**src/rtl/operand_stage.sv**
```systemverilog
`default_nettype none
// ============================================================================
// Module : operand_stage
// ID->EX operand stage: operand bypass network, load-use interlock, ID/EX reg.
// Rev    : 1.0  initial release
// ============================================================================
module operand_stage #(
   parameter int XLEN  = 32,
   parameter int PAY_W = 64
) (
   input  logic             clk,
   input  logic             rst,
   input  logic             flush,
   input  logic             id_valid,
   output logic             id_ready,
   input  logic [4:0]       id_rs1,
   input  logic [4:0]       id_rs2,
   input  logic [1:0]       id_use,
   input  logic [4:0]       id_rd,
   input  logic             id_rd_we,
   input  logic             id_is_load,
   input  logic [PAY_W-1:0] id_payload,
   output logic [4:0]       rf_ad1,
   output logic [4:0]       rf_ad2,
   input  logic [XLEN-1:0]  rf_rd1,
   input  logic [XLEN-1:0]  rf_rd2,
   input  logic [XLEN-1:0]  ex_fwd_result,
   input  logic [4:0]       mem_rd,
   input  logic             mem_we,
   input  logic             mem_is_load,
   input  logic [XLEN-1:0]  mem_result,
   input  logic [4:0]       wb_rd,
   input  logic             wb_we,
   input  logic [XLEN-1:0]  wb_data,
   input  logic             ex_ready,
   output logic             ex_valid,
   output logic [XLEN-1:0]  ex_op_a,
   output logic [XLEN-1:0]  ex_op_b,
   output logic [4:0]       ex_rd,
   output logic             ex_rd_we,
   output logic             ex_is_load,
   output logic [PAY_W-1:0] ex_payload
);

   logic [1:0][4:0]      w_rs;
   logic [1:0][XLEN-1:0] w_rf;
   logic [XLEN-1:0]      w_op_a;
   logic [XLEN-1:0]      w_op_b;
   logic                 w_hazard;
   logic                 w_advance;

   assign rf_ad1 = id_rs1;
   assign rf_ad2 = id_rs2;
   assign w_rs   = {id_rs2, id_rs1};
   assign w_rf   = {rf_rd2, rf_rd1};

   for (genvar s = 0; s < 2; s++) begin : g_src
      logic            w_live;
      logic            w_ex_hit;
      logic            w_mem_hit;
      logic            w_wb_hit;
      logic            w_hz;
      logic [XLEN-1:0] w_sel;

      assign w_live    = id_use[s] && (w_rs[s] != 5'd0);
      assign w_ex_hit  = ex_valid && ex_rd_we && (ex_rd == w_rs[s]);
      assign w_mem_hit = mem_we && (mem_rd == w_rs[s]);
      assign w_wb_hit  = wb_we && (wb_rd == w_rs[s]);
      // A load ahead in EX or MEM has no data yet: stall rather than bypass.
      assign w_hz      = w_live && ((w_ex_hit && ex_is_load) || (w_mem_hit && mem_is_load));

      always_comb begin
         w_sel = w_rf[s];
         if (id_use[s]) begin
            if (w_rs[s] == 5'd0)               w_sel = '0;
            else if (w_ex_hit && !ex_is_load)  w_sel = ex_fwd_result;
            else if (w_mem_hit && !mem_is_load) w_sel = mem_result;
            else if (w_wb_hit)                 w_sel = wb_data;
         end
      end
   end

   assign w_op_a    = g_src[0].w_sel;
   assign w_op_b    = g_src[1].w_sel;
   assign w_hazard  = g_src[0].w_hz || g_src[1].w_hz;
   assign w_advance = ex_ready || !ex_valid;
   assign id_ready  = w_advance && !w_hazard;

   always_ff @(posedge clk) begin
      if (rst) begin
         ex_valid   <= 1'b0;
         ex_op_a    <= '0;
         ex_op_b    <= '0;
         ex_rd      <= '0;
         ex_rd_we   <= 1'b0;
         ex_is_load <= 1'b0;
         ex_payload <= '0;
      end else if (flush) begin
         ex_valid <= 1'b0;
      end else if (w_advance) begin
         if (id_valid && id_ready) begin
            ex_valid   <= 1'b1;
            ex_op_a    <= w_op_a;
            ex_op_b    <= w_op_b;
            ex_rd      <= id_rd;
            ex_rd_we   <= id_rd_we;
            ex_is_load <= id_is_load;
            ex_payload <= id_payload;
         end else begin
            // Bubble: only the valid bit drops, the stale fields stay put.
            ex_valid <= 1'b0;
         end
      end
   end

endmodule
`default_nettype wire
```
**config.mk**
```make
export PLATFORM = sky130hd
export DESIGN_NAME = operand_stage
export DESIGN_NICKNAME = d
export VERILOG_FILES = /design/src/rtl/operand_stage.sv
export SDC_FILE = /design/constraint.sdc
export NUM_CORES = 1
export LEC_CHECK = 0
export CAP_MARGIN = 30
export CORE_AREA = 3 3 157 159
export CTS_BUF_LIST = sky130_fd_sc_hd__clkbuf_4 sky130_fd_sc_hd__clkbuf_8
export DETAILED_ROUTE_END_ITERATION = 16
export DIE_AREA = 0 0 160 162
export GPL_TIMING_DRIVEN = 0
export PLACE_DENSITY = 0.75
export SYNTH_ARGS = -nofsm -noshare
export SYNTH_HDL_FRONTEND = slang
export SYNTH_SLANG_ARGS = --single-unit
```
**constraint.sdc**
```tcl
create_clock -name clk -period 2.7 [get_ports clk]
set_input_delay 0.405 -clock clk [delete_from_list [all_inputs] [get_ports clk]]
set_output_delay 0.405 -clock clk [all_outputs]
set_load 0.02 [all_outputs]
```
==> results of run 1 <==
## repair_timing
action                                  CTS  global route
gates cloned                              0             0
pin swaps                                 3             4
hold buffers                              0             0
hold endpoints to repair                  0             0
resized for setup                        43            12
endpoints found under the setup margin  137            45
setup buffers                             4             2
## placed cells by master (no fill, tap or decap), types with 34 or more instances in the layout
cell type and instances:
sky130_fd_sc_hd__a21oi_1 199, sky130_fd_sc_hd__a311o_1 64, sky130_fd_sc_hd__clkbuf_1 77, sky130_fd_sc_hd__dfxtp_1 131, sky130_fd_sc_hd__clkdlybuf4s50_1 393, sky130_fd_sc_hd__a311oi_1 64, sky130_fd_sc_hd__nor2_1 68, sky130_fd_sc_hd__buf_2 34
sky130_fd_sc_hd__nand3_1 141, sky130_fd_sc_hd__nor2b_1 98, sky130_fd_sc_hd__nand2_1 70, sky130_fd_sc_hd__o21ai_0 70
## cells in the mapped netlist (2+ instances only)
library cell	n
sky130_fd_sc_hd__xor2_1	9
sky130_fd_sc_hd__a311oi_1	64
sky130_fd_sc_hd__dfxtp_1	136
sky130_fd_sc_hd__a21oi_1	199
sky130_fd_sc_hd__nor3_1	3
sky130_fd_sc_hd__nand3_1	141
sky130_fd_sc_hd__nor4_2	2
sky130_fd_sc_hd__buf_4	21
sky130_fd_sc_hd__o21ai_2	2
sky130_fd_sc_hd__o21ai_1	2
sky130_fd_sc_hd__nor2b_1	98
sky130_fd_sc_hd__clkbuf_1	77
sky130_fd_sc_hd__a21o_1	2
sky130_fd_sc_hd__xnor2_1	21
sky130_fd_sc_hd__or4_1	4
sky130_fd_sc_hd__nand2_1	70
sky130_fd_sc_hd__buf_2	33
sky130_fd_sc_hd__nor2_1	68
sky130_fd_sc_hd__a311o_1	64
sky130_fd_sc_hd__o21ai_0	70
## through the flow
step	std cells	setup TNS [ps]
6_report	1865	0
5_1_grt	1865	0
4_1_cts	1861	0
3_5_place_dp	1825	-128220
3_3_place_gp	1823	-121550
2_1_floorplan	1098	0
## state kept, by name, summed over array words and instances, names as in the netlist
| name | cells |
|---|---|
| ex_op_a | 32 |
| ex_valid | 1 |
| ex_op_b | 32 |
| ex_is_load | 1 |
| ex_rd | 5 |
| ex_payload | 64 |
| ex_rd_we | 1 |
## worst min-delay path by stage
stage                     depth (start not counted)        endpoint  slack [ps]
after floorplan                                   1        ex_valid         480
after global placement                            2  ex_payload[39]         460
after detailed placement                          2  ex_payload[39]         460
after CTS                                         3   ex_payload[5]         470
after global routing                              3  ex_payload[51]         480
final                                             2  ex_payload[20]         480
## cells by family after synthesis
logic type | after synthesis | share of synthesized area, %
flops | 136 | 33.2
simple gates | 392 | 23.8
buf+inv | 132 | 7.51
compound gates | 408 | 32.3
xor+xnor | 30 | 3.21
## layer usage
layer  wire length, µm  GRT usage, %
met3              4220          8.37
met5                22             0
met1             16600          38.0
met2             20600          53.7
met4              1640          12.1
## where the power goes
part | internal [W] | switching (W) | total [W]
logic | 0.000812 | 0.000790 | 0.00160
registers | 0.00213 | 0.0000807 | 0.00221
clock network | 0.000785 | 0.00104 | 0.00183
## critical path, stage by stage
cell and delay [ps]:
sky130_fd_sc_hd__clkdlybuf4s15_2 270, sky130_fd_sc_hd__or4_4 550, sky130_fd_sc_hd__o21ai_4 180, sky130_fd_sc_hd__nor4_4 80, sky130_fd_sc_hd__o21ai_2 180, sky130_fd_sc_hd__buf_6 120, sky130_fd_sc_hd__buf_6 140, sky130_fd_sc_hd__and3_1 150
sky130_fd_sc_hd__buf_2 170
## final cells by class
class	count	area (µm²)	share of cell area (%)
antenna	2	5.00	0.0379
clock inverter	15	176	1.34
clock buffer	17	234	1.77
multi-input combinational	830	4920	37.3
inverter	1	3.75	0.0284
timing repair buffer	414	4100	31.1
tap	319	399	3.03
sequential	136	2730	20.7
buffer	131	624	4.73
==> results.toml, run 1 <==
[outcome]
run_status = "complete, no violations"

[synthesis]
postSynth.topFlopCell = "sky130_fd_sc_hd__dfxtp_1"
synthArstFlopShare_pct = 0
edff_count_synth = 0
yosys_warning_count = 0
avgSynthCellArea_um2 = 7.47
postSynthNetCount = 1359
postSynthRegisterBits = 136
mappedNetlistArea_mm2 = 0.00820
yosys.area.top_type_share_pct = 33.2
seq_area_frac_synth_pct = 33.2
synth.top_cells.by_area = "sky130_fd_sc_hd__dfxtp_1 (33%), sky130_fd_sc_hd__a21oi_1 (12%), sky130_fd_sc_hd__nand3_1 (8.6%), sky130_fd_sc_hd__a311o_1 (7.8%), sky130_fd_sc_hd__nor2b_1 (7.5%)"
postSynthCellCount = 1098
synthDistinctLibCells = 32
synth.largest_area_cell = "sky130_fd_sc_hd__dfxtp_1"

[sta]
final-max-slew-violation-count = 0
grt_setup_unrepaired = "false"
max_freq_mhz = 376
setup_violations = 0
worst_slack_ps = 42.4
worst_clock_skew_ps = 17.4
hold_viol_final = 0
whs_ps = 477
period_utilization_post_route_pct = 98.4
worst-slew-pin-transition_ps = 734
slew_headroom_pct = 51.1
final.min_clock_period_ps = 2660

[critical_path]
arrival_ps = 2250
worstSetupStartpointType = "input pin"
crit_path_end_kind = "primary output"
critical_path_peak_fanout = 10
crit_path_start = "id_rs2[2]"
rr_worst_depth = 9
timing.setup.critical_path_class = "input pin to primary output"
crit_end = "id_ready"
critical_path_required_ps = 2300
r2r_start = "ex_rd[0]"
reg2reg_slack_ps = 240
reg_to_reg_critical_path_endpoint = "ex_payload[0]"

[global_routing]
grt_max_degree = 17
grt_pass1_wl_um = 63400
groute.usage.overall_pct = 31.5
grt_antenna_before_repair = 4
first_global_vias = 10400
grt.overflow.total = 0

[drt]
post_detailed_route_wirelength_per_cell_um = 23.1
via_count = 10800
detail_route.iter0.violations = 1150
vias_per_cell = 5.78
drt_wl_total_um = 43100
number_of_remaining_drc_errors = 0
drt_pass1_iterations = 6
final_antenna_net_count = 0

[clock_tree]
cts_inserted_buffers = 17
cts-root-buf = "sky130_fd_sc_hd__clkbuf_8"
clk_pin_slew_worst_paths_ps = 90
clock_tree.buffer_depth = 2
worstSkewPairLatency_ps = 460
cts_tree = "yes"
clock_tree.htree_level_count = 4
numClockSinks = 136

[floorplanning]
initial_core_util_pct = 35.0
io_pins = 408
chipWidth_um = 160
dieHeight_um = 162
total_die_area_mm2 = 0.0259
core-area_mm2 = 0.0234
floorplan.rows = 56

[min_path]
hold_path_class = "register to register"
hold_path_startpoint = "ex_payload[20]"

[layout]
drive_gt1_share_pct = 7.90
post-route-util_pct = 56.4
signed_area_change_from_the_synthesized_netlist_to_the_final_layout_pct = 61.0
fill_cells = 2279
final_layout_net_count = 1792
design_area_mm2 = 0.0132

[placement]
preCtsSetupSlack_ps = -1520
place_area_mm2 = 0.0127
portBuffers = 406
finalWeightedCongestion = 0.972
hpwlAfterDp_um = 32800

[power]
finalPower_w = 0.00564
power.density_cell_area_mw_per_mm2 = 427
power.static_leakage_nw = 4.59
worst_ir_drop_vdd_v = 0.000270

[job]
cap_violations = 0
Note: power is estimated with default switching activity, not from simulation.
==> run 2: changes to the inputs <==
Settings changed: CORE_AREA 3 3 157 159 to 2 2 161 163, DIE_AREA 0 0 160 162 to 0 0 163 165, PLACE_DENSITY 0.75 to 0.67.
==> run 2 against run 1 <==
The flow now finishes with violations (negative setup slack). Total power decreased by 2.5%. Maximum frequency decreased by 1.6%. Critical path depth decreased by 1. Cell area about the same. Combinational power about the same. Sequential power about the same.
==> results.toml, run 2 (synthesized netlist as in run 1, its figures left out) <==
[power]
power.static_leakage_nw = 4.58
worst_ir_drop_vdd_v = 0.000222
power.density_cell_area_mw_per_mm2 = 417
power.share.clock_pct = 30.8
net-switching-power_w = 0.00186
internal_power_w = 0.00364
pwr-share-seq_pct = 40.1
power_frac_comb_pct = 29.1
power.share.switching_pct = 33.8

[layout]
register_containing_the_most_flip_flops_in_the_final_layout = "ex_payload"
finalNonFillerCells = 1877
mostFrequentLayoutCell = "sky130_fd_sc_hd__clkdlybuf4s50_1"
final_cell_mix = "sky130_fd_sc_hd__clkdlybuf4s50_1 (393), sky130_fd_sc_hd__a21oi_1 (199), sky130_fd_sc_hd__nand3_1 (140)"
top_regs = "ex_payload (64), ex_op_a (32), ex_op_b (32)"
flip_flop_count_of_the_largest_register_after_layout = 64
final_layout_net_count = 1792
signed_area_change_from_the_synthesized_netlist_to_the_final_layout_pct = 61.0
drive_gt1_share_pct = 8.10

[clock_tree]
cts_tree = "yes"
clk_pin_slew_worst_paths_ps = 90
cts-root-buf = "sky130_fd_sc_hd__clkbuf_8"
clock_tree.buffer_depth = 2
worstSkewPairLatency_ps = 470
clock_tree.htree_level_count = 4
cts_inserted_buffers = 17
numClockSinks = 136

[critical_path]
cpLargestDelayFamily = "buffers and inverters"
most_common_cell_on_crit_path = "sky130_fd_sc_hd__buf_4"
crit_path_end_kind = "primary output"
critPathSlowestCell = "sky130_fd_sc_hd__clkdlybuf4s15_1"
arrival_ps = 2300
slowest_delay_ps = 610
crit_chain = "clkdlybuf4s15_1, o21ai_4, nor4_4, o21ai_1, buf_4, buf_6, and3_1, buf_4"
critPathBufInv = 4
timing.setup.critical_path_class = "input pin to primary output"
critical_path_peak_fanout = 10
worst-path-stages = 8
rr_worst_depth = 9
worstSetupStartpointType = "input pin"
critical_path_required_ps = 2300

[drt]
post_detailed_route_wirelength_per_cell_um = 22.6
final_antenna_net_count = 0
drt_pass1_iterations = 8
via_count = 10600
detail_route.iter0.violations = 970
met2_length_um = 20400
detailroute.wirelength.met3_um = 3650
number_of_remaining_drc_errors = 0
topRoutingLayerUsed = "met5"
drt_wl_total_um = 42400
detail_route.wirelength.met1_um = 16900
vias_per_cell = 5.64

[min_path]
hold_path_class = "register to register"
min_delay_path_depth = 2

[global_routing]
grt.overflow.total = 0
grt_antenna_before_repair = 5
groute.usage.overall_pct = 30.3
first_global_vias = 10300
grt_max_degree = 17
grt_pass1_wl_um = 62000

[sta]
final-max-slew-violation-count = 0
max_freq_mhz = 370
worst_clock_skew_ps = 22.3
period_utilization_post_route_pct = 100
slew_headroom_pct = 53.1
grt_setup_unrepaired = "true"
setup_violations = 1
worst-slew-pin-transition_ps = 704
final.min_clock_period_ps = 2700
hold_viol_final = 0
worst_slack_ps = -0.00977
whs_ps = 477

[floorplanning]
chipWidth_um = 163
core-area_mm2 = 0.0250
dieHeight_um = 165
initial_core_util_pct = 32.7
total_die_area_mm2 = 0.0269
io_pins = 408
floorplan.rows = 58

[placement]
finalWeightedCongestion = 0.968
placed_cells_incl_taps = 1835
hpwlAfterDp_um = 32300
portBuffers = 406

[job]
cap_violations = 0

[outcome]
failed_checks = "negative setup slack"
run_status = "finished, violations left"
-- run 2: cell type report --
| class | instances | area, µm² |
|---|---|---|
| multi-input cells | 830 | 4950 |
| repair buffers | 414 | 4090 |
| flip-flops and latches | 136 | 2730 |
| plain buffers | 131 | 622 |
| clock buffers | 18 | 248 |
| clock inverters | 14 | 128 |
| well taps | 330 | 413 |
| diodes | 3 | 7.51 |
| inverters | 1 | 3.75 |
| fillers | 2475 | 11800 |
-- run 2: final timing paths --
path / slack, ps / startpoint / endpoint
worst max register to register: 240 / ex_rd[4] / ex_payload[42]
worst min-delay path: 480 / ex_payload[16] / ex_payload[16]
worst max-delay path: -0.01 / id_use[1] / id_ready
worst min register to register: 480 / ex_payload[16] / ex_payload[16]
-- run 2: worst register-to-register path, stage by stage (launching register included) --
cell and delay (ps):
sky130_fd_sc_hd__dfxtp_4 400, sky130_fd_sc_hd__xnor2_2 170, sky130_fd_sc_hd__nand3_2 120, sky130_fd_sc_hd__nor4_4 350, sky130_fd_sc_hd__buf_4 230, sky130_fd_sc_hd__o21a_1 130
sky130_fd_sc_hd__buf_2 280, sky130_fd_sc_hd__clkbuf_1 380, sky130_fd_sc_hd__o21ai_0 160, sky130_fd_sc_hd__a21oi_1 170
-- run 2: power by group through the flow --
stage          clock network (W)  registers (W)  logic [W]
6_report                 0.00170        0.00220    0.00160
5_1_grt                  0.00178        0.00221    0.00170
4_1_cts                  0.00171        0.00220    0.00159
3_5_place_dp                   0        0.00224    0.00157
3_3_place_gp                   0        0.00224    0.00157
2_1_floorplan                  0        0.00237   0.000541
-- run 2: layer usage --
metal / GRT usage, % / vias up
li1: - / 4910
met1: 36.7 / 4999
met2: 52.0 / 588
met3: 6.65 / 90
met4: 12.5 / 4
met5: 0 / -
-- run 2: what timing repair did --
item / 4_1_cts / 5_1_grt
pin swaps: 3 / 6
setup endpoints to repair: 137 / 85
hold endpoints to repair: 0 / 0
resized for setup: 49 / 19
hold buffers: 0 / 0
setup buffers: 4 / 3
-- run 2: per-stage QoR --
stage,area [µm²],setup slack [ps],TNS [ps],total power [W],util [%]
2_1_floorplan,8200,217,0,0.00291,-
4_1_cts,13100,1.27,0,0.00549,52.5
3_3_place_gp,12700,-1450,-125840,0.00381,50.6
3_5_place_dp,12700,-1450,-124510,0.00382,50.7
5_1_grt,13200,-20.6,-31.4,0.00569,52.7
6_report,13200,-0.00977,-0.00977,0.00550,52.7
==> run 3: changes to the inputs <==
Clock period 2.7 ns to 2.66 ns, I/O delays scaled along.
==> run 3 against run 2 <==
The run now ends clean. Register-to-register slack lost 140 ps. First-iteration DRC count shrank 3.6%. Cell area increased by 0.59%. Critical path depth rose by 5. Global-route usage grew 0.059 points.
==> results.toml, run 3 (synthesized netlist as in run 1, its figures left out) <==
[layout]
fill_cells = 2469
signed_area_change_from_the_synthesized_netlist_to_the_final_layout_pct = 61.9
design_area_mm2 = 0.0133
mostFrequentLayoutCell = "sky130_fd_sc_hd__clkdlybuf4s50_1"
multi_input_comb_area_mm2 = 0.00498
final_cell_mix = "sky130_fd_sc_hd__clkdlybuf4s50_1 (393), sky130_fd_sc_hd__a21oi_1 (197), sky130_fd_sc_hd__nand3_1 (139)"
top_regs = "ex_payload (64), ex_op_a (32), ex_op_b (32)"
finalNonFillerCells = 1881
flip_flop_count_of_the_largest_register_after_layout = 64
sequential_cell_area_mm2 = 0.00273
final_layout_net_count = 1796
register_containing_the_most_flip_flops_in_the_final_layout = "ex_payload"
drive_gt1_share_pct = 8.66

[power]
power.density_cell_area_mw_per_mm2 = 421
worst_ir_drop_vdd_v = 0.000222
power.static_leakage_nw = 4.62

[min_path]
hold_path_class = "input pin to register"

[sta]
period_utilization_post_route_pct = 98.1
grt_setup_unrepaired = "true"
worst_slack_ps = 50.6
hold_viol_final = 0
setup_violations = 0
final.min_clock_period_ps = 2610
worst-slew-pin-transition_ps = 703
max_freq_mhz = 383
slew_headroom_pct = 53.1
final-max-slew-violation-count = 0
worst_clock_skew_ps = 21.7

[floorplanning]
dieHeight_um = 165
initial_core_util_pct = 32.7
chipWidth_um = 163
floorplan.rows = 58
core-area_mm2 = 0.0250
total_die_area_mm2 = 0.0269
io_pins = 408

[drt]
number_of_remaining_drc_errors = 0
vias_per_cell = 5.63
detail_route.iter0.violations = 935
drt_pass1_iterations = 7
drt_wl_total_um = 42500
final_antenna_net_count = 0
post_detailed_route_wirelength_per_cell_um = 22.6
via_count = 10600

[global_routing]
grt.overflow.total = 0
grt_antenna_before_repair = 4
first_global_vias = 10300
grt_pass1_wl_um = 62100
groute.usage.overall_pct = 30.4
grt_max_degree = 17

[critical_path]
worstSetupStartpointType = "input pin"
arrival_ps = 2940
critical_path_required_ps = 2990
timing.setup.critical_path_class = "input pin to register"
crit_path_end_kind = "register"
critical_path_peak_fanout = 10

[placement]
finalWeightedCongestion = 0.968
place_area_mm2 = 0.0127
preCtsSetupSlack_ps = -1480
hpwlAfterDp_um = 32300
portBuffers = 406
placed_cells_incl_taps = 1835

[clock_tree]
cts_tree = "yes"
clock_tree.htree_level_count = 4
holdBufCountCts = 0
numClockSinks = 136
cts_inserted_buffers = 17
worstSkewPairLatency_ps = 470
clock_tree.buffer_depth = 2
cts-root-buf = "sky130_fd_sc_hd__clkbuf_8"
clk_pin_slew_worst_paths_ps = 100

[outcome]
run_status = "complete, no violations"

[job]
cap_violations = 0
run 3: cell types whose count changed in the layout (fill, tap and decap cells not counted), moves of 2 or more:
| cell | before | now |
|---|---|---|
| sky130_fd_sc_hd__a21oi_1 | 199 | 197 |
| sky130_fd_sc_hd__buf_4 | 30 | 37 |
| sky130_fd_sc_hd__buf_2 | 36 | 32 |
| sky130_fd_sc_hd__a21oi_2 | 0 | 2 |
run 3: per-layer routing:
metal	up-vias	routed length [µm]	global-route usage [%]
li1	4919	-	-
met1	4973	17000	37.0
met2	618	20500	52.2
met3	87	3600	6.20
met4	2	1440	12.5
met5	-	11	0
run 3: path summary, 6_finish.rpt:
check	depth (start not counted)	slack [ps]	startpoint	end
hold reg to reg	2	480	ex_payload[62]	ex_payload[62]
setup / recovery	13	50	id_use[1]	ex_op_a[18]
setup reg to reg	13	100	ex_rd[3]	ex_op_a[18]
hold / removal	3	470	id_rd[4]	ex_rd[4]
run 3: power breakdown:
part | switching, W | total (W) | leakage (nW) | internal (W)
registers | 0.0000795 | 0.00224 | 1.12 | 0.00216
clock network | 0.00101 | 0.00172 | 0.187 | 0.000708
logic | 0.000801 | 0.00163 | 3.31 | 0.000831
run 3: worst max-delay path, cell delays in order:
cell and delay (ps):
sky130_fd_sc_hd__clkdlybuf4s15_1 590, sky130_fd_sc_hd__o21ai_4 150, sky130_fd_sc_hd__nor4_4 360, sky130_fd_sc_hd__o21ai_1 130, sky130_fd_sc_hd__buf_4 180, sky130_fd_sc_hd__buf_4 120, sky130_fd_sc_hd__buf_4 120, sky130_fd_sc_hd__buf_4 120
sky130_fd_sc_hd__buf_4 120, sky130_fd_sc_hd__buf_4 190, sky130_fd_sc_hd__buf_4 200, sky130_fd_sc_hd__a21oi_1 180, sky130_fd_sc_hd__a311oi_1 80
run 3: final cells by class:
| class | instances | share of cell area (%) |
|---|---|---|
| Antenna cell | 3 | 0.0566 |
| Buffer | 130 | 4.70 |
| Clock buffer | 18 | 1.87 |
| Clock inverter | 14 | 0.962 |
| Inverter | 1 | 0.0283 |
| Multi-Input combinational cell | 830 | 37.5 |
| Sequential cell | 136 | 20.6 |
| Tap cell | 330 | 3.11 |
| Timing Repair Buffer | 419 | 31.2 |
run 3: timing repair:
action,4_1_cts,5_1_grt
pin swaps,6,3
endpoints found under the setup margin,137,113
resized for setup,57,25
setup buffers,12,0
run 3: stage by stage:
step                      util, %  total power [W]  hold slack, ps  setup TNS [ps]
after floorplan                 -          0.00296             477               0
after global placement       50.6          0.00387             460         -130500
after detailed placement     50.7          0.00388             466         -129160
after CTS                    52.7          0.00558             448               0
after global routing         53.0          0.00579             471           -3.29
final                        53.0          0.00558             472               0
==> RTL change (settings of run 3) <==
Change the parameter `PAY_W` from 64 to 96.
--- a/src/rtl/operand_stage.sv
+++ b/src/rtl/operand_stage.sv
@@ -6,7 +6,7 @@
 // ============================================================================
 module operand_stage #(
    parameter int XLEN  = 32,
-   parameter int PAY_W = 64
+   parameter int PAY_W = 96
 ) (
    input  logic             clk,
    input  logic             rst,
Interface: changed (resized ex_payload and id_payload); port bits go from 408 to 472. No check against the original RTL was run, so the function may have changed too.
==> RTL change against run 3 <==
Cell area rose by 14%. Routed wire length rose by 18%. Global-route usage rose by 5.8 points. Synthesized area rose by 15%. Combinational power rose by 15%. Worst setup slack got worse by 1.2 ps. Total power rose by 19%. Count of clock-buffer cells in the layout fell by 1. Via count rose by 14%. Sequential cell count rose by 32. Clock skew barely moved. Hold slack got worse by 14 ps. Largest power group unchanged. Highest routed layer is now met4.
==> RTL change: results (changes against run 3) <==
{| class="wikitable"
! Metric !! Value
|-
| Wire length of the first global-routing pass || 73200 um (+18%)
|-
| Slowest library cell on the worst path || sky130_fd_sc_hd__or4_1
|-
| Largest net degree at the start of global routing || 18 (+1)
|-
| Most area-consuming cells after synthesis || sky130_fd_sc_hd__dfxtp_1 (36%), sky130_fd_sc_hd__a21oi_1 (12%), sky130_fd_sc_hd__nand3_1 (6.6%)
|-
| DP Worst Slack || -1490 ps (-14.6 ps)
|-
| Cell internal power dissipation || 4.48 mW (+21%)
|-
| Outcome || finished clean
|-
| # placed instances || 1998 (+8.9%)
|-
| Total length of routed wires || 50100 um (+18%)
|-
| Number of distinct standard cells referenced by the synthesized netlist || 42 (+31%)
|-
| Vias || 12076 (+14%)
|-
| Post-synth top flop || sky130_fd_sc_hd__dfxtp_1
|-
| Syn_nets || 1490 (+9.6%)
|-
| Top cells by count, synth || sky130_fd_sc_hd__a21oi_1 (232), sky130_fd_sc_hd__dfxtp_1 (168), sky130_fd_sc_hd__nand3_1 (124), sky130_fd_sc_hd__o21ai_0 (103), sky130_fd_sc_hd__nor2b_1 (98)
|-
| Tightest slew margin relative to the limit || 50.3% (-2.8 points)
|-
| Share of post-route cells with drive strength above 1 || 8.54% (-0.12 points)
|-
| Fill cells || 2329 (-5.7%)
|-
| Gate Count Post-Synth || 1197 (+9.0%)
|-
| Drt pass-1 iters || 8 (+1)
|-
| Sequential-to-total area share from yosys stat || 35.7% (+2.5 points)
|-
| Data arrival time at the worst-slack endpoint || 2960 ps (+20 ps)
|-
| Routability congestion estimate from global placement || 0.958 (-1.1%)
|-
| DRT iter0 DRCs || 1289 (+38%)
|-
| Final Skew || 21.9 ps (+0.141 ps)
|-
| Estimated wirelength of the detail-placed design || 39100 um (+21%)
|-
| Largest registers || ex_payload: 96 flops, ex_op_a: 32 flops, ex_op_b: 32 flops
|}
RTL change: cell types whose count changed in the layout (fill, tap and decap cells not counted), sizes merged, moves of 25 or more:
cell	change
clkdlybuf4s50	+64
nand2	-48
o21ai	+32
a21oi	+33
and2	+25
dfxtp	+32
a311o	-48
RTL change: path summary, 6_finish.rpt:
path / from / to / slack (ps) / cells after the start
max: wb_rd[3] / ex_op_a[8] / 50 / 9
min: id_rd[3] / ex_rd[3] / 460 / 3
max reg2reg: ex_rd[1] / ex_op_a[14] / 160 / 10
min reg2reg: ex_payload[39] / ex_payload[39] / 480 / 2
RTL change: final cells by class:
cell class                 instances  area [sq um]  share of cell area [%]
timing repair buffer             482          4780                    31.6
inverter                           1          3.75                  0.0248
multi-input combinational        882          5430                    35.8
clock inverter                    15           190                    1.26
tap                              330           413                    2.73
antenna                            4          10.0                  0.0661
sequential                       168          3370                    22.2
buffer                           145           716                    4.72
clock buffer                      17           234                    1.54
RTL change: routing by layer:
metal	vias to the layer above	track usage (%)	part of all wire (%)	wire, um
met4	0	14.0	4.5	2270
met3	160	9.39	10	5060
met2	781	65.3	49	24400
met5	-	0	0	0
li1	5454	-	-	-
met1	5681	40.7	37	18300
RTL change: kinds of logic after synthesis:
family	after synthesis	share of synthesized area (%)
buffers and inverters	147	7.26
XOR/XNOR	30	2.79
AND/OR/NAND/NOR	331	19.0
AO/OA/AOI/OAI	521	35.2
flip-flops	168	35.7
RTL change: timing repair:
item                       4_1_cts  5_1_grt
pin swaps                        5        4
setup endpoints to repair      168      113
setup buffers                    6        5
gates cloned                     0        0
resized for setup               55       44
RTL change: tightest hold or removal path, cell delays in order:
cell and delay [ps]:
sky130_fd_sc_hd__clkdlybuf4s50_1 400, sky130_fd_sc_hd__nand3_1 60, sky130_fd_sc_hd__a21oi_1 50
RTL change: power groups by stage:
stage	Clock (mW)	Sequential, mW	Combinational, mW
floorplan	0	2.96	0.627
global placement	0	2.80	1.82
detailed placement	0	2.80	1.83
CTS	2.02	2.75	1.84
global route	2.12	2.77	1.97
finish	2.05	2.75	1.87
RTL change: per-stage QoR:
step                      util, %  TNS [ps]
after floorplan                 -         0
after global placement       58.0   -141130
after detailed placement     58.1   -137920
after CTS                    60.2      -122
after global routing         60.5     -49.4
final                        60.5         0
